`src/rtl/mu0_runctrl_pkg.sv`:
```
// Shared encodings for the MU0 run-control sequencer: host command codes,
// sequencer states, halt reasons and the core address width.
package mu0_runctrl_pkg;

    localparam int ADDR_W = 12;

    typedef enum logic [1:0] {
        OP_STOP      = 2'b00,
        OP_RUN       = 2'b01,
        OP_STEP      = 2'b10,
        OP_RESET_DUT = 2'b11
    } cmd_op_e;

    typedef enum logic [1:0] {
        ST_IDLE      = 2'b00,
        ST_RUN       = 2'b01,
        ST_STEP      = 2'b10,
        ST_RESETTING = 2'b11
    } run_state_e;

    typedef enum logic [1:0] {
        HR_HOST       = 2'b00,
        HR_STEP_DONE  = 2'b01,
        HR_BREAKPOINT = 2'b10,
        HR_DUT_STOP   = 2'b11
    } halt_reason_e;

    function automatic logic is_active(input run_state_e s);
        return (s == ST_RUN) || (s == ST_STEP);
    endfunction

endpackage

```
`src/rtl/mu0_event_counter.sv`:
```
// Free-running wrap-around event counter with synchronous clear and increment
// enable; clear takes priority over increment.
module mu0_event_counter #(
    parameter int WIDTH = 16
) (
    input  logic             clk,
    input  logic             rst,
    input  logic             i_clr,
    input  logic             i_inc,
    output logic [WIDTH-1:0] o_count
);

    logic [WIDTH-1:0] r_count;

    // count register: reset/clear, else increment when enabled
    always_ff @(posedge clk) begin
        if (!rst || i_clr) begin
            r_count <= '0;
        end else if (i_inc) begin
            r_count <= r_count + WIDTH'(1);
        end else begin
            r_count <= r_count;
        end
    end

    assign o_count = r_count;

endmodule

```
`src/rtl/mu0_run_ctrl.sv`:
```
// MU0 run-control sequencer: gates the core clock enable for RUN/STEP/STOP/RESET_DUT.
// Breakpoint support is compiled in only when MU0_RUNCTRL_BREAKPOINT_EN is defined.
module mu0_run_ctrl
    import mu0_runctrl_pkg::*;
#(
    parameter int RESET_CYCLES = 2,
    parameter int CYC_W        = 32
) (
    input  logic              clk,
    input  logic              rst,
    input  logic              cmd_valid,
    input  logic [1:0]        cmd_op,
    input  logic [15:0]       cmd_arg,
    output logic              cmd_ready,
    input  logic              dut_fetch,
    input  logic [ADDR_W-1:0] dut_pc,
    input  logic              dut_stop,
    input  logic [ADDR_W-1:0] bp_addr,
    input  logic              bp_enable,
    output logic              dut_clk_en,
    output logic              dut_reset,
    output logic [1:0]        state,
    output logic [1:0]        halt_reason,
    output logic [15:0]       instr_count,
    output logic [CYC_W-1:0]  cycle_count
);

    localparam int RCW = (RESET_CYCLES < 2) ? 1 : $clog2(RESET_CYCLES + 1);
    localparam logic [RCW-1:0] RC_LOAD = RCW'(RESET_CYCLES);

    run_state_e   r_state;
    halt_reason_e r_halt_reason;
    logic         r_cmd_ready;
    logic [15:0]  r_remaining;
    logic [RCW-1:0] r_rst_cnt;

    cmd_op_e      w_op;
    halt_reason_e w_halt_code;
    logic w_active, w_resetting, w_accept, w_cmd_eff;
    logic w_stop_hit, w_step_hit, w_bp_hit, w_halt;
    logic w_clk_en, w_fetch_en, w_cnt_clr;

    assign w_op        = cmd_op_e'(cmd_op);
    assign w_active    = is_active(r_state);
    assign w_resetting = (r_state == ST_RESETTING);
    assign w_accept    = cmd_valid && cmd_ready;
    // RUN while already running is a no-op and must not disturb a pending halt
    assign w_cmd_eff   = w_accept && !((w_op == OP_RUN) && (r_state == ST_RUN));

    assign w_stop_hit = w_active && dut_stop;
    assign w_step_hit = (r_state == ST_STEP) && dut_fetch && (r_remaining == 16'd0);

`ifdef MU0_RUNCTRL_BREAKPOINT_EN
    logic r_skip_bp;

    assign w_bp_hit = w_active && dut_fetch && bp_enable && (dut_pc == bp_addr) && !r_skip_bp;

    // skip flag lets a resume execute the instruction it halted on
    always_ff @(posedge clk) begin
        if (!rst) begin
            r_skip_bp <= 1'b0;
        end else if (w_cmd_eff && ((w_op == OP_RUN) || (w_op == OP_STEP))) begin
            r_skip_bp <= 1'b1;
        end else if (w_active && w_fetch_en) begin
            r_skip_bp <= 1'b0;
        end else begin
            r_skip_bp <= r_skip_bp;
        end
    end
`else
    logic w_unused_bp;
    assign w_unused_bp = ^{bp_addr, bp_enable, dut_pc};
    assign w_bp_hit    = 1'b0;
`endif

    assign w_halt = w_stop_hit || w_step_hit || w_bp_hit;

    // halt reason priority: DUT_STOP > STEP_DONE > BREAKPOINT
    always_comb begin
        w_halt_code = HR_HOST;
        if (w_stop_hit) begin
            w_halt_code = HR_DUT_STOP;
        end else if (w_step_hit) begin
            w_halt_code = HR_STEP_DONE;
        end else if (w_bp_hit) begin
            w_halt_code = HR_BREAKPOINT;
        end else begin
            w_halt_code = HR_HOST;
        end
    end

    assign w_clk_en   = rst && (w_resetting || (w_active && !w_halt));
    assign w_fetch_en = w_clk_en && dut_fetch;
    assign w_cnt_clr  = w_cmd_eff && (w_op == OP_RESET_DUT);

    // sequencer: accepted command beats a same-cycle halt
    always_ff @(posedge clk) begin
        if (!rst) begin
            r_state       <= ST_RESETTING;
            r_rst_cnt     <= RC_LOAD;
            r_halt_reason <= HR_HOST;
            r_remaining   <= 16'd0;
            r_cmd_ready   <= 1'b0;
        end else if (w_cmd_eff) begin
            case (w_op)
                OP_STOP: begin
                    r_state       <= ST_IDLE;
                    r_halt_reason <= HR_HOST;
                    r_cmd_ready   <= 1'b1;
                end
                OP_RUN: begin
                    r_state     <= ST_RUN;
                    r_cmd_ready <= 1'b1;
                end
                OP_STEP: begin
                    r_state     <= ST_STEP;
                    r_remaining <= cmd_arg;
                    r_cmd_ready <= 1'b1;
                end
                OP_RESET_DUT: begin
                    r_state     <= ST_RESETTING;
                    r_rst_cnt   <= RC_LOAD;
                    r_cmd_ready <= 1'b0;
                end
                default: begin
                    r_state     <= ST_IDLE;
                    r_cmd_ready <= 1'b1;
                end
            endcase
        end else if (w_halt) begin
            r_state       <= ST_IDLE;
            r_halt_reason <= w_halt_code;
            r_cmd_ready   <= 1'b1;
        end else begin
            case (r_state)
                ST_RESETTING: begin
                    if (r_rst_cnt <= RCW'(1)) begin
                        r_state     <= ST_IDLE;
                        r_cmd_ready <= 1'b1;
                    end else begin
                        r_rst_cnt   <= r_rst_cnt - RCW'(1);
                        r_cmd_ready <= 1'b0;
                    end
                end
                ST_STEP: begin
                    r_cmd_ready <= 1'b1;
                    if (w_fetch_en) begin
                        r_remaining <= r_remaining - 16'd1;
                    end else begin
                        r_remaining <= r_remaining;
                    end
                end
                default: begin
                    r_cmd_ready <= 1'b1;
                end
            endcase
        end
    end

    mu0_event_counter #(.WIDTH(CYC_W)) u_cycle_cnt (
        .clk     (clk),
        .rst     (rst),
        .i_clr   (w_cnt_clr),
        .i_inc   (w_clk_en),
        .o_count (cycle_count)
    );

    mu0_event_counter #(.WIDTH(16)) u_instr_cnt (
        .clk     (clk),
        .rst     (rst),
        .i_clr   (w_cnt_clr),
        .i_inc   (w_fetch_en),
        .o_count (instr_count)
    );

    assign dut_clk_en  = w_clk_en;
    assign dut_reset   = !rst || w_resetting;
    assign cmd_ready   = r_cmd_ready && rst;
    assign state       = r_state;
    assign halt_reason = r_halt_reason;

endmodule
```
`config.mk`:
```
export PLATFORM = sky130hd
export DESIGN_NAME = mu0_run_ctrl
export DESIGN_NICKNAME = d
export VERILOG_FILES = /design/src/rtl/mu0_runctrl_pkg.sv /design/src/rtl/mu0_event_counter.sv /design/src/rtl/mu0_run_ctrl.sv
export SDC_FILE = /design/constraint.sdc
export NUM_CORES = 1
export LEC_CHECK = 0
export ABC_AREA = 1
export CAP_MARGIN = 20
export CORE_ASPECT_RATIO = 0.8
export CORE_MARGIN = 2
export CORE_UTILIZATION = 30
export DETAILED_ROUTE_END_ITERATION = 8
export GPL_TIMING_DRIVEN = 1
export PLACE_DENSITY_LB_ADDON = 0.08
export SLEW_MARGIN = 25
export SYNTH_ARGS = -nofsm -noshare
export SYNTH_HDL_FRONTEND = slang
export SYNTH_SLANG_ARGS = --single-unit
export TNS_END_PERCENT = 30
```
`constraint.sdc`:
```
create_clock -name clk -period 3.1 [get_ports clk]
set_clock_uncertainty 0.05 [all_clocks]
set_input_delay 0.775 -clock clk [delete_from_list [all_inputs] [get_ports clk]]
set_output_delay 0.775 -clock clk [all_outputs]
set_load 0.05 [all_outputs]
```
==> Word level (Yosys, flattened, before mapping) <==
Index checks and enable logic that the tools add are counted.
{ "classes": {"add_sub_neg": 4, "order_cmp": 1, "n_eq_ne": 11, "n_mux": 25, "reduce_logical": 32} }
{ "op_table": {"columns": ["cell", "n"], "rows": [
  ["$mux W16", 5],
  ["$add A32 B1 Y32 const B", 1],
  ["$mux W2", 13],
  ["$add A16 B1 Y16 const B", 1],
  ["$logic_not A16 Y1", 1],
  ["$sub A16 B1 Y16 const B", 1],
  ["$logic_and A1 B1 Y1", 11],
  ["$eq A2 B2 Y1 const B", 4],
  ["$pmux W2 S4", 1],
  ["$reduce_and A4 Y1", 2],
  ["$reduce_bool A2 Y1", 4],
  ["$ne A2 B1 Y1 const B", 3],
  ["$reduce_bool A3 Y1", 2],
  ["$logic_or A1 B1 Y1", 5],
  ["$mux W1", 5],
  ["$eq A2 B1 Y1 const B", 2],
  ["$ne A2 B2 Y1 const B", 2],
  ["$reduce_and A2 Y1", 2],
  ["$logic_not A1 Y1", 3],
  ["$reduce_or A3 Y1", 1],
  ["$le A2 B1 Y1 const B", 1],
  ["$logic_not A2 Y1", 1],
  ["$pmux W1 S2", 1],
  ["$sub A2 B1 Y2 const B", 1]
]} }
{ "word_totals": {"register_bits": 71, "in_bits": 48, "wordCells": 80} }

==> Logic depth before layout (Yosys ltp) <==
Gate-level depths: netlist (run 1).
{ "depth": {"word_depth": 13, "ltp_mapped": 14, "mapped_depth_nobuf": 13} }

==> Hierarchy <==
From an unflattened synthesis (run 1), not the netlist that was laid out.
{ "unflattened": {"cells_unflattened": 670, "hier_area_um2": 4380.5} }
{ "modules_own_cells": {"columns": ["mod", "n_inst", "cells_per_inst", "area_per_inst_um2", "seq_area_each_um2"], "rows": [
  ["mu0_event_counter (u_cycle_cnt)", 1, 275, 1798.0, 640.6],
  ["mu0_run_ctrl", 1, 265, 1754.2, 460.4],
  ["mu0_event_counter (u_instr_cnt)", 1, 130, 828.3, 320.3]
]} }

==> Worst setup path after synthesis (run 1) <==
No wires, ideal clock.
{ "synth_path": {"kind": "register to output", "from": "reg r_state[0] (netlist: state[0])", "to": "out dut_clk_en", "t_arrival_ps": 1841, "t_required_ps": 2275, "slack_ps": 434, "stages_incl_launch_ff": 9, "cell_sequence": "dfxtp_1 inv_1 ha_1 nand3_1 nor2_1 nand3_2 nand3_2 a21oi_4 buf_2"} }
{ "synth_between": {"elab_chain_len": 8} }
{ "synth_rtl": {"columns": ["element", "line", "text"], "rows": [
  ["start, declared", "mu0_run_ctrl.sv:31", "run_state_e r_state;"],
  ["start signal, assigned", "mu0_run_ctrl.sv:99", "r_state <= ST_RESETTING;"],
  ["start signal, assigned", "mu0_run_ctrl.sv:107", "r_state <= ST_IDLE;"],
  ["start signal, assigned", "mu0_run_ctrl.sv:112", "r_state <= ST_RUN;"],
  ["$eq A2 B1 Y1 or $eq A2 B2 Y1 (tied branches)", "mu0_runctrl_pkg.sv:29, mu0_run_ctrl.sv:51", null],
  ["$logic_or A1 B1 Y1 or $logic_and A1 B1 Y1 (tied branches)", "mu0_runctrl_pkg.sv:29, mu0_run_ctrl.sv:51", null],
  ["$logic_and A1 B1 Y1 (on tied branches)", "mu0_run_ctrl.sv:50, mu0_run_ctrl.sv:51", null],
  ["$logic_or A1 B1 Y1", "mu0_run_ctrl.sv:76", "assign w_halt = w_stop_hit || w_step_hit || w_bp_hit;"],
  ["$logic_not A1 Y1", "mu0_run_ctrl.sv:92", "assign w_clk_en = rst && (w_resetting || (w_active && !w_halt));"],
  ["$logic_and A1 B1 Y1", "mu0_run_ctrl.sv:92", null],
  ["$logic_or A1 B1 Y1 (*)", "mu0_run_ctrl.sv:92", null],
  ["$logic_and A1 B1 Y1 (*)", "mu0_run_ctrl.sv:92", null],
  ["end, declared", "mu0_run_ctrl.sv:20", "output logic dut_clk_en,"]
]} }
Every way passes the cells marked *; elsewhere a longest branch is shown, timed or not.

==> Worst setup path after layout (run 1) <==
{ "layout_path": {"from": "in dut_fetch", "to": "out dut_clk_en"} }
{ "layout_between": {"elab_chain_len": 7} }
{ "layout_rtl": {"columns": ["element", "line", "text"], "rows": [
  ["start, declared", "mu0_run_ctrl.sv:15", "input logic dut_fetch,"],
  ["$logic_and A1 B1 Y1 (2 in a row)", "mu0_run_ctrl.sv:51", "assign w_step_hit = (r_state == ST_STEP) && dut_fetch && (r_remaining == 16'd0);"],
  ["$logic_or A1 B1 Y1", "mu0_run_ctrl.sv:76", null],
  ["$logic_not A1 Y1", "mu0_run_ctrl.sv:92", null],
  ["$logic_and A1 B1 Y1", "mu0_run_ctrl.sv:92", null],
  ["$logic_or A1 B1 Y1", "mu0_run_ctrl.sv:92", null],
  ["$logic_and A1 B1 Y1", "mu0_run_ctrl.sv:92", null]
]} }
Every way passes these cells.

==> impl_metrics.json, run 1 <==
{
  "status": "finished, final reports clean",
  "drt-vias-per-instance": 4.85,
  "synthArstFlopShare": 0,
  "worstHoldStart": "u_instr_cnt.o_count[15]$_SDFFE_PP0P_",
  "timing.critical_path.from_type": "input port",
  "grt_max_degree": 30,
  "core_area_sq_um": 14300,
  "crit_path_cell_trace": "clkdlybuf4s50_1 > nand3_1 > nor2_1 > nand3_2 > nand3_2 > a21oi_4 > buf_12",
  "p_int_w": 0.00230,
  "io_buffers": 77,
  "yosysTopAreaCell": "dfxtp_1",
  "synthTopCellsByArea": "dfxtp_1 (32%), nand2_1 (15%), nor2_1 (7.4%), a21oi_1 (6.0%), inv_1 (5.2%)",
  "dp_cells": 912,
  "clockBufferDepth": 2,
  "min_path_cells": 2,
  "final_antenna_net_count": 0,
  "drive_gt1_frac": 0.0901,
  "syn_nets": 720,
  "syn_avg_cell_area_sq_um": 6.68,
  "yosysSeqAreaShare": 0.321,
  "ff2ff_setup_slack_ps": 830,
  "synth_top_area_share": 0.321,
  "grt_remaining_overflow": 0,
  "power.density_nw_per_um2": 671,
  "crit_arrival_ps": 2070,
  "hpwl_mm": 9.54,
  "tightest_slew_ps": 519,
  "n_antenna_cell": 0,
  "area_growth_pct": 28.3,
  "synthCells": 664,
  "synthFlopType": "dfxtp_1",
  "antenna_found_initial": 0,
  "max_cap_violations": 0,
  "root_buffer": "clkbuf_16",
  "drtPass1Iterations": 4,
  "clkPwrFrac": 0.301,
  "dieArea_sq_um": 15800,
  "grt_pass1_wl_mm": 20.9,
  "totalPowerFinal_w": 0.00382,
  "path_common_cell": "nand3_2",
  "post_cts_buffers": 0,
  "routabilityCongestion": 0.866,
  "leakagePower_nw": 2.27,
  "grt_usage": 0.166,
  "drt_iter0_drc": 300,
  "fin_nets": 795,
  "slowest_delay_ps": 480,
  "num_rows": 39,
  "cts_hold_buf": 0,
  "path_class": "in2out",
  "ir_drop_uv": 388,
  "drc": 0,
  "swShare": 0.399,
  "hold_viol_final": 0,
  "yosys_warnings": 0,
  "cts-resized-gates": 0,
  "crit_fanout": 3,
  "vias": 4497,
  "synth_cell_type_count": 43,
  "path_clk_slew_ps": 60,
  "worstSetupEndpointType": "output pin",
  "ioPinCount": 103,
  "p_switching_w": 0.00152,
  "relSlewSlack": 0.653,
  "drt_wl_total_mm": 12.8,
  "seq_power_share": 0.289,
  "routedWlPerCell_um": 13.8,
  "synth_area_sq_um": 4430,
  "regToRegStartpoint": "state[0]$_SDFFE_PN1P_",
  "instances_no_fill": 928,
  "chipWidth_um": 140,
  "clock_sinks": 71,
  "r2r-end": "u_cycle_cnt.o_count[21]$_SDFFE_PP0P_",
  "slew_viol_final": 0,
  "die_y_um": 113,
  "setup_tns_ps": 0,
  "grt_pass1_vias": 4141,
  "critPathSlowestCell": "clkdlybuf4s50_1",
  "p_comb_frac": 0.410,
  "hold_path.class": "reg2reg",
  "rsz0062_at_grt": "no",
  "fin_crit_sh": 0.933,
  "fmax_mhz": 346,
  "setup_viol": 0,
  "worst_ep_required_time_ps": 2270,
  "start_util": 0.309,
  "h-tree-depth": 3,
  "clk_latency_ps": 340,
  "synth_edf_count": 0,
  "hold_end": "u_instr_cnt.o_count[15]$_SDFFE_PP0P_",
  "worstRegToRegCells": 13,
  "numCtsBuffers": 9,
  "yosys_register_bits": 71,
  "cts_tree": "built",
  "period_needed_ps": 2890
}
[kinds of logic (layout without fill, tap and decap cells)]
logic type / count (synthesis) / after routing / share of synthesized area
compound gates: 93 / 93 / 0.116
xor+xnor: 28 / 28 / 0.0553
fa+ha+maj: 8 / 8 / 0.0226
buf+inv: 86 / 166 / 0.0897
flops: 71 / 71 / 0.321
mux: 2 / 2 / 0.00451
simple gates: 376 / 376 / 0.391
[Yosys cell counts, types with 3 or more instances]
cell and count:
o21ai_0 23, nor2_2 9, nand3_2 11, nor3b_1 4
nand4_1 10, nor3_1 17, buf_6 5, ha_1 8
nand3b_1 4, inv_1 62, xnor2_1 14, dfxtp_1 71
nand2_1 183, nand3_1 28, a31oi_1 3, inv_2 5
a21oi_1 53, xor2_1 14, buf_2 6, buf_4 8
nor2_1 88, nor4_1 5, o21ai_1 4, nand2_2 6
[power by group through the flow]
| stage | Combinational, W | Clock (W) | Sequential, W |
|---|---|---|---|
| after floorplan | 0.00110 | 0 | 0.00123 |
| after global placement | 0.00155 | 0 | 0.00112 |
| after detailed placement | 0.00157 | 0 | 0.00112 |
| after CTS | 0.00157 | 0.00119 | 0.00110 |
| after global routing | 0.00176 | 0.00123 | 0.00112 |
| final | 0.00157 | 0.00115 | 0.00110 |
[how the worst max path moves through the flow]
stage,start,to,cells past startpoint
floorplan,state[0]$_SDFFE_PN1P_,dut_clk_en,8
global placement,dut_fetch,dut_clk_en,7
detailed placement,dut_fetch,dut_clk_en,7
CTS,dut_fetch,dut_clk_en,7
global route,dut_fetch,dut_clk_en,7
finish,dut_fetch,dut_clk_en,7
[registers in the layout, indices dropped and copies added (netlist names)]
| name | flops |
|---|---|
| r_cmd_ready | 1 |
| r_rst_cnt | 2 |
| r_remaining | 16 |
| halt_reason | 2 |
| state | 2 |
| u_instr_cnt.o_count | 16 |
| u_cycle_cnt.o_count | 32 |
[layer usage]
layer	GRT usage	part of all wire	routed length, um
met2	0.245	0.42	5330
met4	0.0460	0.011	144
met1	0.243	0.52	6660
met3	0.0364	0.051	656
met5	0	0	0
[critical path, delay by kind of cell]
kind,cells,cell delay [ps]
AOI/OAI and AO/OA,1,250
buffers and inverters,2,650
and+or+nand+nor,4,380
[area by class of cell]
cell class / count / area, sq um
clock inverter: 3 / 65.1
clock buffer: 13 / 260
timing repair buffer: 83 / 846
inverter: 67 / 251
multi-input combinational: 507 / 2620
sequential: 71 / 1420
tap: 184 / 230
fill: 1525 / 8660
[cell usage in the layout (no fill, tap or decap), drive strengths merged]
master | Yosys | layout
nand3b | 4 | 4
o21bai | 2 | 2
ha | 8 | 8
xnor2 | 14 | 14
a21boi | 1 | 1
nand4 | 11 | 11
clkbuf | 0 | 13
o211ai | 1 | 1
or2 | 1 | 1
and3 | 1 | 1
a31oi | 3 | 3
o21ai | 27 | 27
nand2 | 192 | 192
nor3 | 18 | 18
mux2i | 2 | 2
bufinv | 0 | 2
nor2 | 99 | 99
clkinv | 0 | 1
o211a | 1 | 1
xor2 | 14 | 14
buf | 19 | 9
a21oi | 56 | 56
nor3b | 5 | 5
nand3 | 39 | 39
o31ai | 1 | 1
dfxtp | 71 | 71
o21a | 1 | 1
clkdlybuf4s50 | 0 | 74
nor4 | 6 | 6
inv | 67 | 67
[per-stage QoR]
step	util	hold slack [ps]	instance area [sq um]	setup slack, ps
after floorplan	-	424	4430	434
after global placement	0.374	426	5360	183
after detailed placement	0.374	438	5360	198
after CTS	0.397	449	5690	192
after global routing	0.397	462	5690	154
final	0.397	447	5690	207
Note: power is estimated with default switching activity, not from simulation.
==> run 2, diff against run 1 <==
SYNTH_HIERARCHICAL = 1   (was unset)
==> run 2 against run 1 <==
  * Count of clock-buffer cells in the layout shrank 3
  * First-iteration DRC count shrank 24%
  * Hold slack worse by 27 ps
  * Maximum frequency shrank 0.82%
  * Critical endpoint unchanged
==> impl_metrics.json, run 2 <==
{
  "status": "finished, final reports clean",
  "antenna_found_initial": 0,
  "totalPowerFinal_w": 0.00379,
  "io_buffers": 77,
  "slew_viol_final": 0,
  "grt_remaining_overflow": 0,
  "n_antenna_cell": 0,
  "drt_wl_total_mm": 12.0,
  "holdWs_ps": 420,
  "leakagePower_nw": 2.46,
  "tightest_slew_ps": 545,
  "hold_path.class": "reg2reg",
  "period_needed_ps": 2920,
  "synthArstFlopShare": 0,
  "yosysTopAreaCell": "dfxtp_1",
  "startpoint": "dut_fetch",
  "slowest_delay_ps": 520,
  "final_cell_mix": "nand2_1 (159), nor2_1 (112), inv_1 (80)",
  "synthTopCellsByArea": "dfxtp_1 (32%), nand2_1 (14%), nor2_1 (9.6%), inv_1 (6.9%), nand3_1 (5.4%)",
  "critPathBufInv": 3,
  "clk_latency_ps": 350,
  "path_common_cell": "nand3_2",
  "crit_fanout": 6,
  "fillerInstances": 1544,
  "final_common_cell": "nand2_1",
  "synthTopCellsByCount": "nand2_1 (159), nor2_1 (112), inv_1 (81), dfxtp_1 (71), nand3_1 (47)",
  "critPathSlowestCell": "clkdlybuf4s50_1",
  "setup_tns_ps": 0,
  "clock_sinks": 71,
  "path_class": "in2out",
  "root_buffer": "clkbuf_16",
  "syn_nets": 726,
  "setup_viol": 0,
  "crit_path_cell_trace": "clkdlybuf4s50_1 > nand3_1 > nor2_1 > nand3_2 > nand3_2 > nand2_2 > nand2_1 > inv_2 > buf_12",
  "grt_usage": 0.160,
  "synth_area_sq_um": 4380,
  "synth_most_common_cell": "nand2_1",
  "drt_iter0_drc": 228,
  "numCtsBuffers": 9,
  "rsz0062_at_grt": "no",
  "worstHoldStart": "halt_reason[0]$_SDFFE_PN0P_",
  "fin_crit_sh": 0.941,
  "die_y_um": 112,
  "power.density_nw_per_um2": 664,
  "worst_ep_required_time_ps": 2270,
  "synthCells": 670,
  "timing.critical_path.from_type": "input port",
  "drive_gt1_frac": 0.123,
  "relSlewSlack": 0.636,
  "dieArea_sq_um": 15600,
  "syn_avg_cell_area_sq_um": 6.54,
  "ioPinCount": 103,
  "worstSetupEndpointType": "output pin",
  "core_area_sq_um": 14300,
  "fin_nets": 806,
  "largest_reg_flops": 32,
  "synth_top_area_share": 0.324,
  "final_antenna_net_count": 0,
  "yosysSeqAreaShare": 0.324,
  "vias": 4401,
  "cts_tree": "built",
  "grt_pass1_vias": 3952,
  "chipWidth_um": 139,
  "routabilityCongestion": 0.817,
  "grt_pass1_wl_mm": 20.1,
  "crit_arrival_ps": 2090,
  "yosys_register_bits": 71,
  "drt-vias-per-instance": 4.69,
  "fmax_mhz": 343,
  "synth_edf_count": 0,
  "fin_util": 0.399,
  "max_cap_violations": 0,
  "cts_hold_buf": 0,
  "routedWlPerCell_um": 12.8,
  "synthFlopType": "dfxtp_1",
  "hold_viol_final": 0,
  "hpwl_mm": 8.96,
  "start_util": 0.306,
  "drtPass1Iterations": 5,
  "cp_top_family": "buffers and inverters",
  "drc": 0,
  "h-tree-depth": 3,
  "yosys_warnings": 6,
  "clockBufferDepth": 2,
  "ir_drop_uv": 376,
  "regToRegStartpoint": "state[0]$_SDFFE_PN1P_",
  "synth_cell_type_count": 41,
  "path_clk_slew_ps": 60,
  "grt_max_degree": 28,
  "area_growth_pct": 30.2,
  "num_rows": 39
}
==> run 2: changes by cell type in the layout (fill, tap and decap cells not counted), sizes merged, moves of 10 or more <==
cell and change:
nand3 +22, a21oi -13, nor3 -10, inv +21
nand2 -20, xor2 -12, nor2 +32, xnor2 -10
==> run 2: what timing repair did <==
action / in CTS / in global routing
endpoints found under the setup margin: 0 / 1
gates resized for setup: 0 / 1
setup buffers: 0 / 0
==> run 2: kinds of logic after synthesis <==
kind of cell               after synthesis  synth area share
DFF                                     71             0.324
and+or+nand+nor                        396             0.430
AOI/OAI and AO/OA                       81             0.105
adders and majority gates                8            0.0229
xor gates and xnor gates                 6            0.0120
buffers and inverters                  106             0.102
muxes                                    2           0.00457
==> run 2: per-stage QoR <==
step	cell area (sq um)	setup WS, ps	cells
6_report	5700	183	939
5_1_grt	5700	42.4	939
4_1_cts	5700	112	939
3_5_place_dp	5380	116	923
3_3_place_gp	5380	144	923
2_1_floorplan	4380	338	670
==> run 2: worst paths after layout <==
check / endpoint / slack [ps] / depth (start not counted)
worst max-delay path: dut_clk_en / 180 / 9
worst min-delay path: halt_reason[0]$_SDFFE_PN0P_ / 420 / 2
worst max register to register: u_cycle_cnt/o_count[24]$_SDFFE_PP0P_ / 810 / 16
worst min register to register: halt_reason[0]$_SDFFE_PN0P_ / 420 / 2
==> run 2: area by class of cell <==
| cell class | instances | area, sq um | share of cell area |
|---|---|---|---|
| Multi-Input combinational cell | 493 | 2510 | 0.441 |
| Sequential cell | 71 | 1420 | 0.249 |
| Inverter | 89 | 335 | 0.0588 |
| Clock inverter | 6 | 83.8 | 0.0147 |
| Timing Repair Buffer | 86 | 881 | 0.154 |
| Tap cell | 184 | 230 | 0.0404 |
| Clock buffer | 10 | 239 | 0.0419 |
==> run 2: metal layers <==
layer | vias up | share of wire | GRT usage
met5 | - | 0 | 0
met4 | 0 | 0.0098 | 0.0384
met3 | 12 | 0.056 | 0.0491
met2 | 85 | 0.41 | 0.229
met1 | 2009 | 0.52 | 0.233
li1 | 2295 | - | -
==> run 2: power breakdown <==
part / internal (W) / switching, W / leakage (nW)
logic: 0.000586 / 0.000964 / 1.72
clock network: 0.000724 / 0.000427 / 0.162
registers: 0.00100 / 0.0000842 / 0.575
==> run 2: worst reg2reg max path, stage by stage (launching register included) <==
cell	delay (ps)
dfxtp_1	410
inv_1	60
ha_1	220
nand3_1	80
nor2_1	60
nand3_2	100
nand3_2	70
nand2_2	70
nand2_1	60
inv_2	130
nand3_1	110
inv_2	100
nand3_2	120
nor2_2	300
nand3_1	120
nand2_1	80
nor2_1	40
==> run 3, diff against run 2 <==
SYNTH_HIERARCHICAL = unset   (was 1)
clock period = 2.7 ns   (was 3.1 ns; I/O delays follow)
==> run 3 against run 2 <==
  * Combinational power grew 20%
  * Design area grew 0.99%
  * Wire length grew 5.9%
  * Hold slack gained 27 ps
  * Critical path type unchanged
  * Largest power group unchanged
  * Worst setup slack lost 59 ps
  * Register-to-register slack lost 320 ps
  * Core utilization grew 0.26 points
  * Critical path depth shrank 5
  * Clock power grew 9%
==> impl_metrics.json, run 3 (synthesized netlist as in run 1, its figures left out) <==
{
  "holdWs_ps": 447,
  "leakagePower_nw": 2.32,
  "numCtsBuffers": 9,
  "cts_tree": "built",
  "drt_wl_total_mm": 12.7,
  "dieArea_sq_um": 15800,
  "crit_fanout": 13,
  "ir_drop_uv": 567,
  "fillerInstances": 1584,
  "crit_arrival_ps": 1850,
  "grt_pass1_vias": 4175,
  "tightest_slew_ps": 516,
  "fin_util": 0.402,
  "drt-vias-per-instance": 4.75,
  "root_buffer": "clkbuf_16",
  "hold_path.class": "reg2reg",
  "clock_sinks": 71,
  "cts_hold_buf": 0,
  "num_rows": 39,
  "place_area_sq_um": 5440,
  "chipWidth_um": 140,
  "clockBufferDepth": 2,
  "relSlewSlack": 0.655,
  "largest_reg_flops": 32,
  "slew_viol_final": 0,
  "final_antenna_net_count": 0,
  "grt_pass1_wl_mm": 21.2,
  "grt_remaining_overflow": 0,
  "grt_max_degree": 26,
  "worstSetupEndpointType": "output pin",
  "die_y_um": 113,
  "ioPinCount": 103,
  "crit_path_cell_trace": "clkdlybuf4s50_1 > buf_4 > nand2_1 > buf_12",
  "regToRegStartpoint": "u_cycle_cnt.o_count[0]$_SDFFE_PP0P_",
  "rsz0062_at_grt": "no",
  "start_util": 0.309,
  "hpwl_mm": 9.78,
  "slowest_delay_ps": 590,
  "n_antenna_cell": 0,
  "grt_usage": 0.168,
  "fin_nets": 805,
  "clk_latency_ps": 340,
  "routabilityCongestion": 0.881,
  "h-tree-depth": 3,
  "power.density_nw_per_um2": 760,
  "vias": 4457,
  "routedWlPerCell_um": 13.5,
  "area_growth_pct": 29.9,
  "drive_gt1_frac": 0.106,
  "fmax_mhz": 388,
  "hold_viol_final": 0,
  "multiInputGateArea_sq_um": 2630,
  "worstHoldStart": "u_instr_cnt.o_count[15]$_SDFFE_PP0P_",
  "path_clk_slew_ps": 60,
  "status": "finished, final reports clean",
  "antenna_found_initial": 0,
  "final_cell_mix": "nand2_1 (183), nor2_1 (87), clkdlybuf4s50_1 (73)",
  "startpoint": "rst",
  "io_buffers": 77,
  "drt_iter0_drc": 230,
  "max_cap_violations": 0,
  "finalInstanceArea_sq_um": 5760,
  "period_needed_ps": 2580,
  "timing.critical_path.from_type": "input port",
  "core_area_sq_um": 14300,
  "worst_ep_required_time_ps": 1980,
  "path_class": "in2out",
  "final_common_cell": "nand2_1",
  "drc": 0,
  "critPathSlowestCell": "clkdlybuf4s50_1",
  "final-seq-area_sq_um": 1420,
  "setup_viol": 0,
  "drtPass1Iterations": 4,
  "fin_crit_sh": 0.954
}
## run 3: cell types whose count changed in the layout (fill, tap and decap cells not counted), sizes merged, moves of 6 or more
cell / change
a21oi: +13
buf: +7
inv: -21
nand2: +20
nand3: -22
nor2: -32
nor3: +10
nor4: +6
xnor2: +10
xor2: +12
## run 3: worst paths after layout
| check | end | slack, ps | depth (start not counted) |
|---|---|---|---|
| worst max-delay path | dut_reset | 120 | 4 |
| worst max register to register | u_cycle_cnt.o_count[28]$_SDFFE_PP0P_ | 490 | 8 |
| worst min-delay path | u_instr_cnt.o_count[15]$_SDFFE_PP0P_ | 450 | 2 |
| worst min register to register | u_instr_cnt.o_count[15]$_SDFFE_PP0P_ | 450 | 2 |
## run 3: routing by layer
metal | wire [um] | vias to the layer above | global-route usage
li1 | - | 2326 | -
met1 | 6690 | 2015 | 0.247
met2 | 5210 | 105 | 0.240
met3 | 676 | 11 | 0.0499
met4 | 115 | 0 | 0.0420
met5 | 0 | - | 0
## run 3: worst max-delay path, delay by kind of cell
family	cells	cell delay, ps
buffers and inverters	3	1030
AND/OR/NAND/NOR	1	140
## run 3: where the power goes
part	leakage (nW)	switching, W	internal [W]	total [W]
clock network	0.152	0.000489	0.000764	0.00125
logic	1.59	0.00119	0.000665	0.00186
registers	0.575	0.000113	0.00115	0.00126
total	2.32	0.00180	0.00258	0.00438
## run 3: metrics by stage
step | total power (W) | instances | setup slack (ps) | setup TNS, ps
CTS | 0.00441 | 938 | 1.88 | 0
detailed placement | 0.00313 | 922 | -57.8 | -216
floorplan | 0.00267 | 664 | 134 | 0
global placement | 0.00312 | 922 | -18.1 | -55.1
finish | 0.00438 | 938 | 125 | 0
global route | 0.00470 | 938 | 36.7 | 0
## run 3: layout make-up
cell class / count / area share
Multi-Input combinational cell: 507 / 0.456
Sequential cell: 71 / 0.247
Timing Repair Buffer: 93 / 0.160
Clock buffer: 11 / 0.0439
Inverter: 67 / 0.0437
Tap cell: 184 / 0.0400
Clock inverter: 5 / 0.00977
## run 3: what timing repair did
action | 4_1_cts | 5_1_grt
setup endpoints to repair | 1 | 1
pin swaps | 0 | 1
buffers inserted | 0 | 0
resized for setup | 1 | 2
gates cloned | 0 | 0
